File: src/rtl/instr_queue.sv
// Fetch-to-decode instruction queue: DEPTH x {instr, pc2}, 1-cycle enqueue-to-dec_valid, no bypass.
// Backpressure: fetch_ready drops when full or once a halt is queued; flush empties everything.
module instr_queue #(
  parameter int DEPTH = 4,
  parameter int WIDTH = 16
) (
  input  logic                     clk,
  input  logic                     rst,
  input  logic                     fetch_valid,
  input  logic [WIDTH-1:0]         fetch_instr,
  input  logic [WIDTH-1:0]         fetch_pc2,
  output logic                     fetch_ready,
  output logic                     dec_valid,
  output logic [WIDTH-1:0]         dec_instr,
  output logic [WIDTH-1:0]         dec_pc2,
  input  logic                     dec_ready,
  input  logic                     flush,
  output logic                     halt_pending,
  output logic [$clog2(DEPTH):0]   count
);

  localparam int AW = $clog2(DEPTH);
  localparam int CW = AW + 1;

  logic [AW-1:0]    wr_ptr;
  logic [AW-1:0]    rd_ptr;
  logic [WIDTH-1:0] instr_mem [DEPTH];
  logic [WIDTH-1:0] pc2_mem   [DEPTH];
  logic             enq;
  logic             deq;
  logic             is_halt;

  // Ready is derived from registered state only, so no fetch_valid -> fetch_ready path.
  assign fetch_ready = (count != CW'(DEPTH)) & ~halt_pending;
  assign dec_valid   = (count != '0);
  assign dec_instr   = dec_valid ? instr_mem[rd_ptr] : WIDTH'(16'h0800);
  assign dec_pc2     = dec_valid ? pc2_mem[rd_ptr]   : '0;

  assign enq     = fetch_valid & fetch_ready & ~flush;
  assign deq     = dec_valid & dec_ready & ~flush;
  assign is_halt = (fetch_instr[WIDTH-1 -: 5] == 5'b00000);

  always_ff @(posedge clk or posedge rst) begin
    if (rst) begin
      wr_ptr       <= '0;
      rd_ptr       <= '0;
      count        <= '0;
      halt_pending <= 1'b0;
    end else if (flush) begin
      wr_ptr       <= '0;
      rd_ptr       <= '0;
      count        <= '0;
      halt_pending <= 1'b0;
    end else begin
      if (enq) begin
        wr_ptr <= wr_ptr + AW'(1);
        if (is_halt) halt_pending <= 1'b1;
      end
      if (deq) rd_ptr <= rd_ptr + AW'(1);
      case ({enq, deq})
        2'b10:   count <= count + CW'(1);
        2'b01:   count <= count - CW'(1);
        default: count <= count;
      endcase
    end
  end

  // Storage is deliberately left unreset; the valid range is tracked by pointers/count.
  always_ff @(posedge clk) begin
    if (enq) begin
      instr_mem[wr_ptr] <= fetch_instr;
      pc2_mem[wr_ptr]   <= fetch_pc2;
    end
  end

endmodule

File: config.mk
export PLATFORM = sky130hd
export DESIGN_NAME = instr_queue
export DESIGN_NICKNAME = d
export VERILOG_FILES = /design/src/rtl/instr_queue.sv
export SDC_FILE = /design/constraint.sdc
export NUM_CORES = 1
export LEC_CHECK = 0
export BUFFER_PORTS_ARGS = -buffer_cell sky130_fd_sc_hd__buf_4
export CORE_UTILIZATION = 45
export CTS_BUF_LIST = sky130_fd_sc_hd__clkbuf_2 sky130_fd_sc_hd__clkbuf_4 sky130_fd_sc_hd__clkbuf_8
export DETAILED_ROUTE_END_ITERATION = 10
export GPL_ROUTABILITY_DRIVEN = 0
export PLACE_DENSITY = 0.71
export SETUP_SLACK_MARGIN = 0.02
export SYNTH_ARGS = -nofsm -noshare
export SYNTH_HDL_FRONTEND = slang
export SYNTH_SLANG_ARGS = --single-unit
File: constraint.sdc
create_clock -name clk -period 5.55 [get_ports clk]
set_input_delay 1.11 -clock clk [delete_from_list [all_inputs] [get_ports clk]]
set_output_delay 1.11 -clock clk [all_outputs]
set_load 0.03 [all_outputs]
==> impl_metrics.json <==
{
  "row_count": 39,
  "cpMostUsedCell": "buf_4",
  "cp.arrival_ps": 2560,
  "ys_seq_area_frac": 0.7464,
  "r2r-start": "count[1]",
  "grtUsageTotal": 0.1605,
  "pwr-share-comb": 0.310,
  "die_area_sq_mm": 0.01248,
  "synth_seq_cells": 136,
  "crit_type": "reg -> out",
  "hold_buffers": 0,
  "critical_path_depth": 4,
  "holdWs_ps": 599.2,
  "p_int_w": 0.002089,
  "swShare": 0.3256,
  "post_cts_buffers": 0,
  "startpoint": "rd_ptr[0]",
  "syn-cell-area_sq_mm": 0.005418,
  "path_buf_inv": 2,
  "multi_input_area_sq_mm": 0.001274,
  "fin_nets": 387,
  "initial_core_util": 0.4685,
  "cts_buffers": 17,
  "vias": 2660,
  "synth-edff-count": 128,
  "maxCapViolations": 0,
  "nFillCells": 914,
  "violations": "DRC",
  "critPathSlowestCell": "dfrtp_2",
  "synth_top_area_share": 0.7095,
  "p_sw_w": 0.001009,
  "fin_crit_sh": 0.6620,
  "hold_class": "reg -> reg",
  "port_buffers": 74,
  "overflow": 0,
  "worstPathRequired_ps": 4440,
  "synthFlopType": "edfxtp_1",
  "crit_fanout": 24,
  "grt_pass1_wl_um": 14720,
  "clock_path_buffers": 2,
  "grt_antenna_before_repair": 0,
  "drcViolationCount": 6,
  "ir_drop_mv": 0.2938,
  "synth_largest_area_cell": "edfxtp_1",
  "drive_gt1_frac": 0.4162,
  "end_kind": "output pin",
  "tns_ps": 0,
  "num_antenna_cells": 0,
  "io_pins": 75,
  "ys_types": 33,
  "seqCellArea_sq_mm": 0.004046,
  "pwr-share-seq": 0.409,
  "hpwlAfterDp_um": 5381,
  "die_h_um": 111.7,
  "fmax_mhz": 272.2,
  "async_flop_share": 0.05882,
  "pwr_density_cell_mw_per_mm2": 475.7,
  "wl_per_cell_um": 18.62,
  "r2r_cells": 8,
  "syn_area_per_cell_sq_um": 20.52,
  "crit_chain": "buf_4 > mux4_2 > and2_1 > buf_4",
  "ant_nets": 0,
  "yosysMostFrequentCell": "edfxtp_1",
  "grt_max_degree": 35,
  "crit_path_end": "dec_instr[4]",
  "synthTopCellsByCount": "edfxtp_1 (128), and2_1 (36), mux4_2 (32), dfrtp_1 (8), nor2_1 (7)",
  "hold_viol": 0,
  "cts_max_level": 4,
  "maxSlewHeadroom": 0.3960,
  "cpPeakStageDelay_ps": 900,
  "startpoint_type": "flip-flop",
  "first_pass_iters": 8,
  "critical-path-top-delay-family": "flip-flops",
  "grt_pass1_vias": 2779,
  "finalSetupViolCount": 0,
  "status": "finished, violations left",
  "rsz0062_at_grt": "false",
  "reg2reg_slack_ps": 3050,
  "r2r_end": "count[2]",
  "clockPowerShare": 0.281,
  "vias_per_cell": 5.309,
  "tightestPinTransition_ps": 906.0,
  "skew_ps": 7.837,
  "synthTopCellsByArea": "edfxtp_1 (71%), mux4_2 (13%), and2_1 (4.2%), dfrtp_1 (3.7%), buf_6 (1.0%)",
  "leakage_nw": 2.251,
  "core_sq_mm": 0.01156,
  "chipWidth_um": 111.7,
  "min_period_ps": 3674,
  "clkTransAtPathRegs_ps": 80,
  "drtIter0Drc": 174,
  "clock_sinks": 136,
  "wl_um": 9328,
  "syn_to_final_growth_pct": 20.21,
  "worstSkewPairLatency_ps": 410,
  "cts_tree": "done",
  "report.final.slew_viol_count": 0,
  "ys_warn_count": 0,
  "syn_inst": 264,
  "ctsResizeCount": 0,
  "syn_nets": 306,
  "root_buffer": "clkbuf_8"
}
==> routing by layer <==
layer  part of all wire  vias up  routed length, um  global-route usage
met3              0.045        9                419             0.04355
met1               0.43     1388               4055              0.2091
li1                   -     1202                  -                   -
met5                  0        -                  0                   0
met2               0.51       61               4776              0.2638
met4             0.0083        0                 77             0.05135
==> layout by cell type (no fill, tap or decap), types with 3 or more instances in the layout <==
cell type,synthesis,layout
clkinvlp_4,0,4
clkinv_4,0,3
clkbuf_8,0,17
nor2_1,7,7
bufinv_16,0,4
mux4_2,32,32
and2_2,0,4
ha_1,4,4
buf_4,0,75
and2_1,36,32
edfxtp_1,128,128
inv_1,3,3
nand2b_1,3,3
dfrtp_1,8,6
==> worst min path at each step <==
| stage | cells past startpoint | slack, ps | end | start |
|---|---|---|---|---|
| 2_1_floorplan | 2 | 540 | wr_ptr[1] | wr_ptr[1] |
| 3_3_place_gp | 2 | 560 | wr_ptr[1] | wr_ptr[1] |
| 3_5_place_dp | 2 | 580 | wr_ptr[1] | wr_ptr[1] |
| 4_1_cts | 2 | 600 | wr_ptr[1] | wr_ptr[1] |
| 5_1_grt | 2 | 630 | wr_ptr[1] | wr_ptr[1] |
| 6_report | 2 | 600 | wr_ptr[1] | wr_ptr[1] |
==> worst reg2reg max path, cell delays in order (launching register included) <==
cell and delay (ps):
dfrtp_1 470, nor3_2 280, inv_2 290, nand2_1 270
nor3_1 90, fa_1 440, nor4_1 310, o21ai_0 140
a31oi_1 140
==> logic make-up (layout without fill, tap and decap cells) <==
family / Yosys count / count (layout) / synth area share
AO/OA/AOI/OAI: 9 / 9 / 0.01201
XOR/XNOR: 4 / 4 / 0.007854
AND/OR/NAND/NOR: 58 / 58 / 0.06259
multiplexers: 35 / 35 / 0.1388
flip-flops: 136 / 136 / 0.7464
buffers and inverters: 17 / 111 / 0.01940
adder cells (fa/ha/maj): 5 / 5 / 0.01293
==> registers in the layout (all words and copies together) (netlist names) <==
signal        flops
halt_pending      1
count             3
rd_ptr            2
instr_mem        64
wr_ptr            2
pc2_mem          64
==> cell type report <==
| type | count | area share |
|---|---|---|
| flip-flops and latches | 136 | 0.6213 |
| multi-input cells | 111 | 0.1956 |
| repair buffers | 75 | 0.08646 |
| clock buffers | 17 | 0.03593 |
| clock inverters | 15 | 0.03093 |
| well taps | 143 | 0.02747 |
| inverters | 4 | 0.002305 |
==> per-stage QoR <==
step | cell area [sq um] | power, W | worst slack, ps | utilization | std cells
floorplan | 5418 | 0.001947 | 2793 | - | 264
global placement | 6077 | 0.002258 | 2230 | 0.5255 | 469
detailed placement | 6077 | 0.002273 | 2212 | 0.5255 | 469
CTS | 6513 | 0.003138 | 1754 | 0.5631 | 501
global route | 6513 | 0.003231 | 1657 | 0.5631 | 501
finish | 6513 | 0.003098 | 1876 | 0.5631 | 501
==> power groups by stage <==
stage	registers [W]	clock network [W]	logic [W]
after floorplan	0.00124	0	0.000703
after global placement	0.00129	0	0.000965
after detailed placement	0.00130	0	0.000978
after CTS	0.00127	0.000883	0.000983
after global routing	0.00128	0.000925	0.00102
final	0.00127	0.000870	0.000961
(Power assumes the default switching activity.)
